$ cat config.mk
export PLATFORM = sky130hd
export DESIGN_NAME = duck_round_sequencer
export DESIGN_NICKNAME = d
export VERILOG_FILES = /design/src/rtl/duck_pkg.sv /design/src/rtl/duck_delay_timer.sv /design/src/rtl/duck_round_sequencer.sv
export SDC_FILE = /design/constraint.sdc
export NUM_CORES = 1
export LEC_CHECK = 0
export ABC_AREA = 1
export CORE_MARGIN = 2
export CORE_UTILIZATION = 35
export CTS_BUF_LIST = sky130_fd_sc_hd__clkbuf_4 sky130_fd_sc_hd__clkbuf_8
export CTS_CLUSTER_SIZE = 12
export DETAILED_ROUTE_END_ITERATION = 10
export SLEW_MARGIN = 20
export SYNTH_ARGS = -nofsm -noshare
export SYNTH_HDL_FRONTEND = slang
export SYNTH_SLANG_ARGS = --single-unit
$ cat constraint.sdc
create_clock -name clk -period 3.8 [get_ports clk]
set_input_delay 0.76 -clock clk [delete_from_list [all_inputs] [get_ports clk]]
set_output_delay 0.76 -clock clk [all_outputs]
set_load 0.02 [all_outputs]
$ cat src/rtl/duck_pkg.sv
// Shared state encoding, 65 MHz timing constants and the speed helper
// used by the duck round sequencer.
package duck_pkg;

    typedef enum logic [2:0] {
        ST_IDLE      = 3'd0,
        ST_INTRO     = 3'd1,
        ST_SPAWN     = 3'd2,
        ST_FLYING    = 3'd3,
        ST_GAP       = 3'd4,
        ST_EVAL      = 3'd5,
        ST_GAME_OVER = 3'd6
    } duck_state_e;

    localparam logic [31:0] INTRO_CYCLES_65M = 32'd195_000_000;
    localparam logic [31:0] FLY_CYCLES_65M   = 32'd390_000_000;
    localparam logic [31:0] GAP_CYCLES_65M   = 32'd130_000_000;
    localparam logic [2:0]  SPEED_MAX        = 3'd7;

    // Speed level is (round-1) plus any earned bonus, clamped to the top level.
    function automatic logic [2:0] calc_speed(input logic [3:0] round, input logic [2:0] bonus);
        logic [4:0] sum;
        sum = {1'b0, round} - 5'd1 + {2'b00, bonus};
        if (sum > {2'b00, SPEED_MAX}) begin
            return SPEED_MAX;
        end else begin
            return sum[2:0];
        end
    endfunction

endpackage

$ cat src/rtl/duck_delay_timer.sv
// Saturating 32-bit down-counter shared by the intro, flight and gap phases.
// A load of N reports expired N+1 cycles later; it never wraps below zero.
module duck_delay_timer
    import duck_pkg::*;
(
    input  logic        clk,
    input  logic        rst,
    input  logic        load,
    input  logic [31:0] value,
    output logic        expired
);

    logic [31:0] count_r;
    logic [31:0] count_next_s;
    logic        expired_r;

    // Next count: load wins, otherwise decrement and hold at zero.
    always_comb begin
        count_next_s = count_r;
        if (load) begin
            count_next_s = value;
        end else if (count_r != 32'd0) begin
            count_next_s = count_r - 32'd1;
        end else begin
            count_next_s = 32'd0;
        end
    end

    // Count register with a registered zero flag.
    always_ff @(posedge clk) begin
        if (rst) begin
            count_r   <= 32'd0;
            expired_r <= 1'b1;
        end else begin
            count_r   <= count_next_s;
            expired_r <= (count_next_s == 32'd0);
        end
    end

    assign expired = expired_r;

endmodule

$ cat src/rtl/duck_round_sequencer.sv
// Round/level scheduler: spawns and times ducks, grades each round and ends the game.
// Optional build macro DUCK_ROUND_PERFECT_BONUS_EN enables the perfect-round pulse and speed bonus.
module duck_round_sequencer
    import duck_pkg::*;
#(
    parameter int unsigned  DUCKS_PER_ROUND = 10,
    parameter int unsigned  PASS_HITS       = 6,
    parameter int unsigned  MAX_ROUND       = 15,
    parameter logic [31:0]  INTRO_CYCLES    = INTRO_CYCLES_65M,
    parameter logic [31:0]  FLY_CYCLES      = FLY_CYCLES_65M,
    parameter logic [31:0]  GAP_CYCLES      = GAP_CYCLES_65M
) (
    input  logic        clk,
    input  logic        rst,
    input  logic        start,
    input  logic        duck_killed,
    input  logic [6:0]  bullets_left,
    input  logic [2:0]  bullets_in_mag,
    output logic        game_enable,
    output logic        duck_spawn,
    output logic        duck_active,
    output logic        duck_escaped,
    output logic [3:0]  round_num,
    output logic [3:0]  duck_idx,
    output logic [15:0] hit_mask,
    output logic [3:0]  hits_round,
    output logic [2:0]  duck_speed,
    output logic        round_passed,
    output logic        game_over,
    output logic        perfect_round
);

    localparam logic [3:0] LAST_IDX  = 4'(DUCKS_PER_ROUND - 1);
    localparam logic [3:0] DUCKS_W   = 4'(DUCKS_PER_ROUND);
    localparam logic [3:0] PASS_W    = 4'(PASS_HITS);
    localparam logic [3:0] MAX_RND_W = 4'(MAX_ROUND);

    duck_state_e state_r, next_state_s;

    logic        start_prev_r;
    logic        start_rise_s;
    logic        ammo_empty_s;
    logic        timer_load_s;
    logic [31:0] timer_value_s;
    logic        timer_expired_s;

    logic [3:0]  round_r, round_next_s;
    logic [3:0]  idx_r, idx_next_s;
    logic [15:0] mask_r, mask_next_s;
    logic [3:0]  hits_r, hits_next_s;
    logic [2:0]  bonus_r, bonus_next_s;
    logic [2:0]  speed_r;
    logic        enable_r, spawn_r, active_r, escaped_r, passed_r, over_r, perfect_r;
    logic        passed_next_s, escaped_next_s, perfect_next_s;

    assign start_rise_s = start & ~start_prev_r;
    assign ammo_empty_s = (bullets_left == 7'd0) && (bullets_in_mag == 3'd0);

    duck_delay_timer u_timer (
        .clk     (clk),
        .rst     (rst),
        .load    (timer_load_s),
        .value   (timer_value_s),
        .expired (timer_expired_s)
    );

    // Next-state, timer loads and per-round bookkeeping.
    always_comb begin
        next_state_s   = state_r;
        timer_load_s   = 1'b0;
        timer_value_s  = 32'd0;
        round_next_s   = round_r;
        idx_next_s     = idx_r;
        mask_next_s    = mask_r;
        hits_next_s    = hits_r;
        bonus_next_s   = bonus_r;
        passed_next_s  = 1'b0;
        escaped_next_s = 1'b0;
        perfect_next_s = 1'b0;
        case (state_r)
            ST_IDLE: begin
                if (start_rise_s) begin
                    next_state_s  = ST_INTRO;
                    timer_load_s  = 1'b1;
                    timer_value_s = INTRO_CYCLES;
                end else begin
                    next_state_s = ST_IDLE;
                end
            end
            ST_INTRO: begin
                if (timer_expired_s) begin
                    next_state_s = ST_SPAWN;
                end else begin
                    next_state_s = ST_INTRO;
                end
            end
            ST_SPAWN: begin
                next_state_s  = ST_FLYING;
                timer_load_s  = 1'b1;
                timer_value_s = FLY_CYCLES;
            end
            ST_FLYING: begin
                // A kill outranks a simultaneous timeout or empty gun.
                if (duck_killed) begin
                    mask_next_s   = mask_r | (16'd1 << idx_r);
                    hits_next_s   = hits_r + 4'd1;
                    next_state_s  = ST_GAP;
                    timer_load_s  = 1'b1;
                    timer_value_s = GAP_CYCLES;
                end else if (timer_expired_s || ammo_empty_s) begin
                    escaped_next_s = 1'b1;
                    next_state_s   = ST_GAP;
                    timer_load_s   = 1'b1;
                    timer_value_s  = GAP_CYCLES;
                end else begin
                    next_state_s = ST_FLYING;
                end
            end
            ST_GAP: begin
                if (!timer_expired_s) begin
                    next_state_s = ST_GAP;
                end else if (idx_r == LAST_IDX) begin
                    next_state_s = ST_EVAL;
                end else begin
                    idx_next_s   = idx_r + 4'd1;
                    next_state_s = ST_SPAWN;
                end
            end
            ST_EVAL: begin
                if (hits_r >= PASS_W) begin
                    passed_next_s = 1'b1;
                    mask_next_s   = 16'd0;
                    hits_next_s   = 4'd0;
                    idx_next_s    = 4'd0;
                    round_next_s  = (round_r < MAX_RND_W) ? (round_r + 4'd1) : MAX_RND_W;
                    next_state_s  = ST_INTRO;
                    timer_load_s  = 1'b1;
                    timer_value_s = INTRO_CYCLES;
                end else begin
                    next_state_s = ST_GAME_OVER;
                end
`ifdef DUCK_ROUND_PERFECT_BONUS_EN
                if (hits_r == DUCKS_W) begin
                    perfect_next_s = 1'b1;
                    bonus_next_s   = (bonus_r < SPEED_MAX) ? (bonus_r + 3'd1) : SPEED_MAX;
                end else begin
                    perfect_next_s = 1'b0;
                end
`endif
            end
            ST_GAME_OVER: begin
                if (start_rise_s) begin
                    next_state_s = ST_IDLE;
                    round_next_s = 4'd1;
                    idx_next_s   = 4'd0;
                    mask_next_s  = 16'd0;
                    hits_next_s  = 4'd0;
                    bonus_next_s = 3'd0;
                end else begin
                    next_state_s = ST_GAME_OVER;
                end
            end
            default: begin
                next_state_s = ST_IDLE;
            end
        endcase
    end

    // State, bookkeeping and registered outputs; rst restores power-up values.
    always_ff @(posedge clk) begin
        if (rst) begin
            state_r      <= ST_IDLE;
            start_prev_r <= 1'b0;
            round_r      <= 4'd1;
            idx_r        <= 4'd0;
            mask_r       <= 16'd0;
            hits_r       <= 4'd0;
            bonus_r      <= 3'd0;
            speed_r      <= 3'd0;
            enable_r     <= 1'b0;
            spawn_r      <= 1'b0;
            active_r     <= 1'b0;
            escaped_r    <= 1'b0;
            passed_r     <= 1'b0;
            over_r       <= 1'b0;
            perfect_r    <= 1'b0;
        end else begin
            state_r      <= next_state_s;
            start_prev_r <= start;
            round_r      <= round_next_s;
            idx_r        <= idx_next_s;
            mask_r       <= mask_next_s;
            hits_r       <= hits_next_s;
            bonus_r      <= bonus_next_s;
            speed_r      <= calc_speed(round_next_s, bonus_next_s);
            enable_r     <= (next_state_s != ST_IDLE) && (next_state_s != ST_GAME_OVER);
            spawn_r      <= (next_state_s == ST_SPAWN);
            active_r     <= (next_state_s == ST_FLYING);
            escaped_r    <= escaped_next_s;
            passed_r     <= passed_next_s;
            over_r       <= (next_state_s == ST_GAME_OVER);
            perfect_r    <= perfect_next_s;
        end
    end

    assign game_enable   = enable_r;
    assign duck_spawn    = spawn_r;
    assign duck_active   = active_r;
    assign duck_escaped  = escaped_r;
    assign round_num     = round_r;
    assign duck_idx      = idx_r;
    assign hit_mask      = mask_r;
    assign hits_round    = hits_r;
    assign duck_speed    = speed_r;
    assign round_passed  = passed_r;
    assign game_over     = over_r;
    assign perfect_round = perfect_r;

endmodule

==> impl_results.html <==
<table>
<tr><th>Metric</th><th>Value</th></tr>
<tr><th colspan="2">Status</th></tr>
<tr><td>Run status</td><td>complete, no violations</td></tr>
<tr><th colspan="2">Synth</th></tr>
<tr><td>Multiplexer area fraction after synthesis</td><td>0</td></tr>
<tr><td>Syn nets</td><td>around 690</td></tr>
<tr><td>Top cell types by occurrence after synthesis</td><td>140 x sky130_fd_sc_hd__nor2_1, 136 x sky130_fd_sc_hd__nand2_1, 77 x sky130_fd_sc_hd__dfxtp_1, 72 x sky130_fd_sc_hd__inv_1</td></tr>
<tr><td>Xor and xnor area share after synthesis</td><td>0.0158</td></tr>
<tr><td>Distinct cell type count after synthesis</td><td>50</td></tr>
<tr><td>Average cell area after synthesis</td><td>6.75 sq um</td></tr>
<tr><td>Cell Area, Synth</td><td>4440 sq um</td></tr>
<tr><td>Warnings, synthesis</td><td>0</td></tr>
<tr><td>Complex-gate fraction of the synthesized area</td><td>0.0983</td></tr>
<tr><td>Cell types occupying the most area after synthesis</td><td>sky130_fd_sc_hd__dfxtp_1 35%, sky130_fd_sc_hd__nor2_1 12%, sky130_fd_sc_hd__nand2_1 11%</td></tr>
<tr><td>Post-synth top area share</td><td>0.347</td></tr>
<tr><td>Combinational family with the most area after synthesis</td><td>simple AND/OR/NAND/NOR gates</td></tr>
<tr><td>Top cell type by total area after synthesis</td><td>sky130_fd_sc_hd__dfxtp_1</td></tr>
<tr><td>Top-count cell post-synth</td><td>sky130_fd_sc_hd__nor2_1</td></tr>
<tr><td>Proportion of synthesized flip-flops having asynchronous set or reset</td><td>0</td></tr>
<tr><td>FF+latch count, synth</td><td>77</td></tr>
<tr><td>Number of instances in the synthesized netlist</td><td>658</td></tr>
<tr><td>Area share of fa/ha/maj cells after synthesis</td><td>0.0496</td></tr>
<tr><td>Post-synthesis simple-gate area fraction</td><td>0.395</td></tr>
<tr><td>Number of enable flip-flop cells after synthesis</td><td>0</td></tr>
<tr><td>Predominant post-synthesis flop cell</td><td>sky130_fd_sc_hd__dfxtp_1</td></tr>
<tr><td>Register area share after synthesis</td><td>0.347</td></tr>
<tr><th colspan="2">Power and ir drop</th></tr>
<tr><td>Leakage</td><td>2.39 nW</td></tr>
<tr><td>Peak VDD IR</td><td>0.000179 V</td></tr>
<tr><td>Power density of the placed cells</td><td>roughly 460 nW/um^2</td></tr>
<tr><th colspan="2">Global routing</th></tr>
<tr><td>GR Overflow Total</td><td>0</td></tr>
<tr><td>Global-route usage over all layers</td><td>0.182</td></tr>
<tr><td>Pin count of the biggest net entering global routing</td><td>between 40 and 50</td></tr>
<tr><td>Via count of the first global-routing pass</td><td>4200</td></tr>
<tr><td>Initial antenna violation count</td><td>0</td></tr>
<tr><td>Wire length of the first global-routing pass</td><td>19.5 mm</td></tr>
<tr><th colspan="2">Hold path</th></tr>
<tr><td>Hold path depth</td><td>2</td></tr>
<tr><td>Worst Min Path Start</td><td>bonus_r[0]$_SDFF_PP0_</td></tr>
<tr><td>Kind of path behind the tightest hold check</td><td>reg -&gt; reg</td></tr>
<tr><td>Hold-critical path endpoint</td><td>bonus_r[0]$_SDFF_PP0_</td></tr>
<tr><th colspan="2">Final layout</th></tr>
<tr><td>Final Instance Area</td><td>roughly 5300 sq um</td></tr>
<tr><td>Antenna cells</td><td>0</td></tr>
<tr><td>Area growth, synth to finish</td><td>18.6%</td></tr>
<tr><td>Number of nets in the final layout</td><td>737</td></tr>
<tr><td>Non-filler instance count after layout</td><td>between 800 and 900</td></tr>
<tr><td>Fill cell count</td><td>1334</td></tr>
<tr><td>Layout Utilization</td><td>0.421</td></tr>
<tr><td>Fraction of layout cells with a size suffix above 1</td><td>0.0999</td></tr>
<tr><th colspan="2">Floorplanning</th></tr>
<tr><td>Rows</td><td>41</td></tr>
<tr><td>Core Box Area</td><td>12500 sq um</td></tr>
<tr><td>I/O Pins</td><td>52</td></tr>
<tr><td>Horiz. Die Dim</td><td>roughly 120 microns</td></tr>
<tr><td>Die Ht</td><td>117 microns</td></tr>
<tr><td>Starting utilization of the core area</td><td>0.355</td></tr>
<tr><td>Overall die area</td><td>13600 sq um</td></tr>
<tr><th colspan="2">STA</th></tr>
<tr><td>Post-layout worst setup margin</td><td>776 ps</td></tr>
<tr><td>Post-Route Setup TNS</td><td>0 ps</td></tr>
<tr><td>Peak Freq</td><td>331 MHz</td></tr>
<tr><td>Ratio of final minimum period to clock period</td><td>0.796</td></tr>
<tr><td>Worst clock skew on the final layout</td><td>9.05 ps</td></tr>
<tr><td>Min Clock Period, post-route</td><td>3020 ps</td></tr>
<tr><td>Final setup violation count</td><td>0</td></tr>
<tr><td>Hold violation count in the final report</td><td>0</td></tr>
<tr><td>Transition time at the pin with the least slew margin</td><td>approximately 740 ps</td></tr>
<tr><td>Fin. max-slew vios</td><td>0</td></tr>
<tr><td>Worst slew margin relative to its limit</td><td>0.505</td></tr>
<tr><td>Setup repair after global routing missed its margin</td><td>no</td></tr>
<tr><th colspan="2">Worst setup path</th></tr>
<tr><td>Kind of start point of the critical path</td><td>flip-flop</td></tr>
<tr><td>Critical path's slowest cell</td><td>sky130_fd_sc_hd__dfxtp_1</td></tr>
<tr><td>Crit end category</td><td>flip-flop</td></tr>
<tr><td>Worst Setup Path Type</td><td>reg -&gt; reg</td></tr>
<tr><td>Family with the most delay on the worst path</td><td>adder cells</td></tr>
<tr><td>Worst Path Arrival</td><td>3280 ps</td></tr>
<tr><td>CP Data Required Time</td><td>4060 ps</td></tr>
<tr><td>Top fanout value on the critical path</td><td>5</td></tr>
<tr><td>R2R Setup Slk</td><td>780 ps</td></tr>
<tr><td>Count of cells along the worst register-to-register path</td><td>17</td></tr>
<tr><td>Capturing point of the worst reg2reg path</td><td>duck_speed[2]$_SDFF_PP0_</td></tr>
<tr><td>Worst r2r src</td><td>hits_round[0]$_SDFFE_PP0P_</td></tr>
<tr><td>Combined buffer and inverter count along the critical path</td><td>4</td></tr>
<tr><td>Maximum cell stage delay along the critical path</td><td>410 ps</td></tr>
<tr><td>Ordered cell list for the critical path</td><td>inv_1, ha_1, nor2_1, o21bai_4, or2_1, nand2_1, inv_2, nand2_1, a21oi_1, ha_1, inv_1, ha_1, fa_1, xnor2_1, nand3_1, o21ai_0, inv_1</td></tr>
<tr><th colspan="2">Clock tree</th></tr>
<tr><td>CTS tree</td><td>done</td></tr>
<tr><td>Insertion delay of the later-clocked pin in the worst-skew pair</td><td>360 ps</td></tr>
<tr><td>Total of cells resized after clock tree synthesis</td><td>0</td></tr>
<tr><td>CTS buffer count</td><td>9</td></tr>
<tr><td>H-tree Lvls</td><td>3</td></tr>
<tr><td>Maximum buffer depth of the clock tree</td><td>2</td></tr>
<tr><td>Hold buffer count at cts</td><td>0</td></tr>
<tr><td>Cell at the root of the clock tree</td><td>sky130_fd_sc_hd__clkbuf_8</td></tr>
<tr><td># clock sinks</td><td>between 70 and 80</td></tr>
<tr><td>Setup Buffers After CTS</td><td>0</td></tr>
<tr><td>Clock-pin slew of the registers on the worst-case setup and hold paths</td><td>80 ps</td></tr>
<tr><th colspan="2">Detailed routing</th></tr>
<tr><td>WL final</td><td>11.6 mm</td></tr>
<tr><td>Drt drc</td><td>0</td></tr>
<tr><td>Initial DRC count</td><td>200</td></tr>
<tr><td>Avg WL per Cell</td><td>about 13 microns</td></tr>
<tr><td>Via count</td><td>4249</td></tr>
<tr><td>Antenna viol nets, final</td><td>0</td></tr>
<tr><td>Iteration count of the initial detailed-routing pass</td><td>5</td></tr>
<tr><td>Via density per instance</td><td>just under 5</td></tr>
<tr><th colspan="2">Run</th></tr>
<tr><td>Reported max-cap violation count</td><td>0</td></tr>
<tr><th colspan="2">Placed design</th></tr>
<tr><td>Setup slack at placement</td><td>404 ps</td></tr>
<tr><td>Cell count after placement</td><td>867</td></tr>
<tr><td>Placer congestion estimate</td><td>0.988</td></tr>
<tr><td>Placed inst area</td><td>5070 sq um</td></tr>
<tr><td>Post-DP HPWL</td><td>8.82 mm</td></tr>
<tr><td>PortBufs</td><td>50</td></tr>
</table>
## power by group
part	total (mW)	internal, mW	leakage, nW	switching (mW)
Clock	0.625	0.309	0.0957	0.316
Combinational	0.846	0.278	1.67	0.569
Sequential	0.954	0.874	0.628	0.0800
## logic make-up (layout without fill, tap and decap cells)
kind of cell / after synthesis / count (layout)
and+or+nand+nor: 382 / 382
adders and majority gates: 17 / 17
xor gates and xnor gates: 8 / 8
buffers and inverters: 100 / 153
DFF: 77 / 77
AOI/OAI and AO/OA: 73 / 73
other: 1 / 1
## layout by cell type, fill, tap and decap left out, types with 4 or more instances in the layout
cell type                           n
sky130_fd_sc_hd__xor2_1             5
sky130_fd_sc_hd__a31oi_1            4
sky130_fd_sc_hd__a21oi_1           41
sky130_fd_sc_hd__nand2_2            5
sky130_fd_sc_hd__or2_2              4
sky130_fd_sc_hd__nand3_2            4
sky130_fd_sc_hd__nor3_1             6
sky130_fd_sc_hd__nand4_1           13
sky130_fd_sc_hd__nand3_1           41
sky130_fd_sc_hd__nand2_1          136
sky130_fd_sc_hd__nor2_4             4
sky130_fd_sc_hd__inv_1             72
sky130_fd_sc_hd__o21ai_0           13
sky130_fd_sc_hd__ha_1              16
sky130_fd_sc_hd__nor2_1           140
sky130_fd_sc_hd__clkdlybuf4s50_1   50
sky130_fd_sc_hd__dfxtp_1           77
sky130_fd_sc_hd__nor2_2            12
sky130_fd_sc_hd__clkbuf_8           9
sky130_fd_sc_hd__inv_2             11
## worst max-delay path by stage
stage / from / depth (start not counted) / slack (ps) / endpoint
2_1_floorplan: hits_round[0]$_SDFFE_PP0P_ / 17 / 880 / duck_speed[0]$_SDFF_PP0_
3_3_place_gp: start / 17 / 470 / duck_speed[2]$_SDFF_PP0_
3_5_place_dp: start / 17 / 400 / duck_speed[2]$_SDFF_PP0_
4_1_cts: hits_round[0]$_SDFFE_PP0P_ / 17 / 760 / duck_speed[2]$_SDFF_PP0_
5_1_grt: start / 18 / 550 / duck_speed[1]$_SDFF_PP0_
6_report: hits_round[0]$_SDFFE_PP0P_ / 17 / 780 / duck_speed[2]$_SDFF_PP0_
## layer usage
layer | track usage | wire (microns) | share of wire | vias up
li1 | - | - | - | 2172
met1 | 0.226 | 5180 | 0.45 | 1942
met2 | 0.306 | 5560 | 0.48 | 112
met3 | 0.0394 | 646 | 0.056 | 23
met4 | 0.0769 | 223 | 0.019 | 0
met5 | 0 | 0 | 0 | -
## area by class of cell
class	count	area, sq um	area share
repair buffers	51	508	0.0964
multi-input cells	481	2480	0.472
clock buffers	10	131	0.0249
well taps	172	215	0.0408
clock inverters	6	63.8	0.0121
flip-flops and latches	77	1540	0.292
inverters	86	325	0.0617
## worst min-delay path: cells and delay by family, from the launching register on
kind / cells / cell delay (ps)
simple gates: 2 / 110
flops: 1 / 300
## metrics by stage
stage                     hold slack [ps]  total power [mW]
final                                 455              2.43
after global routing                  475              2.59
after CTS                             458              2.43
after detailed placement              446              1.80
after global placement                441              1.80
after floorplan                       423              1.61
## sequential cells by signal (all words and copies together) (netlist names), 3 cells and up
register,flops
bonus_r,3
duck_idx,4
duck_speed,3
hit_mask,16
hits_round,4
round_num,4
state_r,3
u_timer.count_r,32
Note: power is estimated with default switching activity, not from simulation.
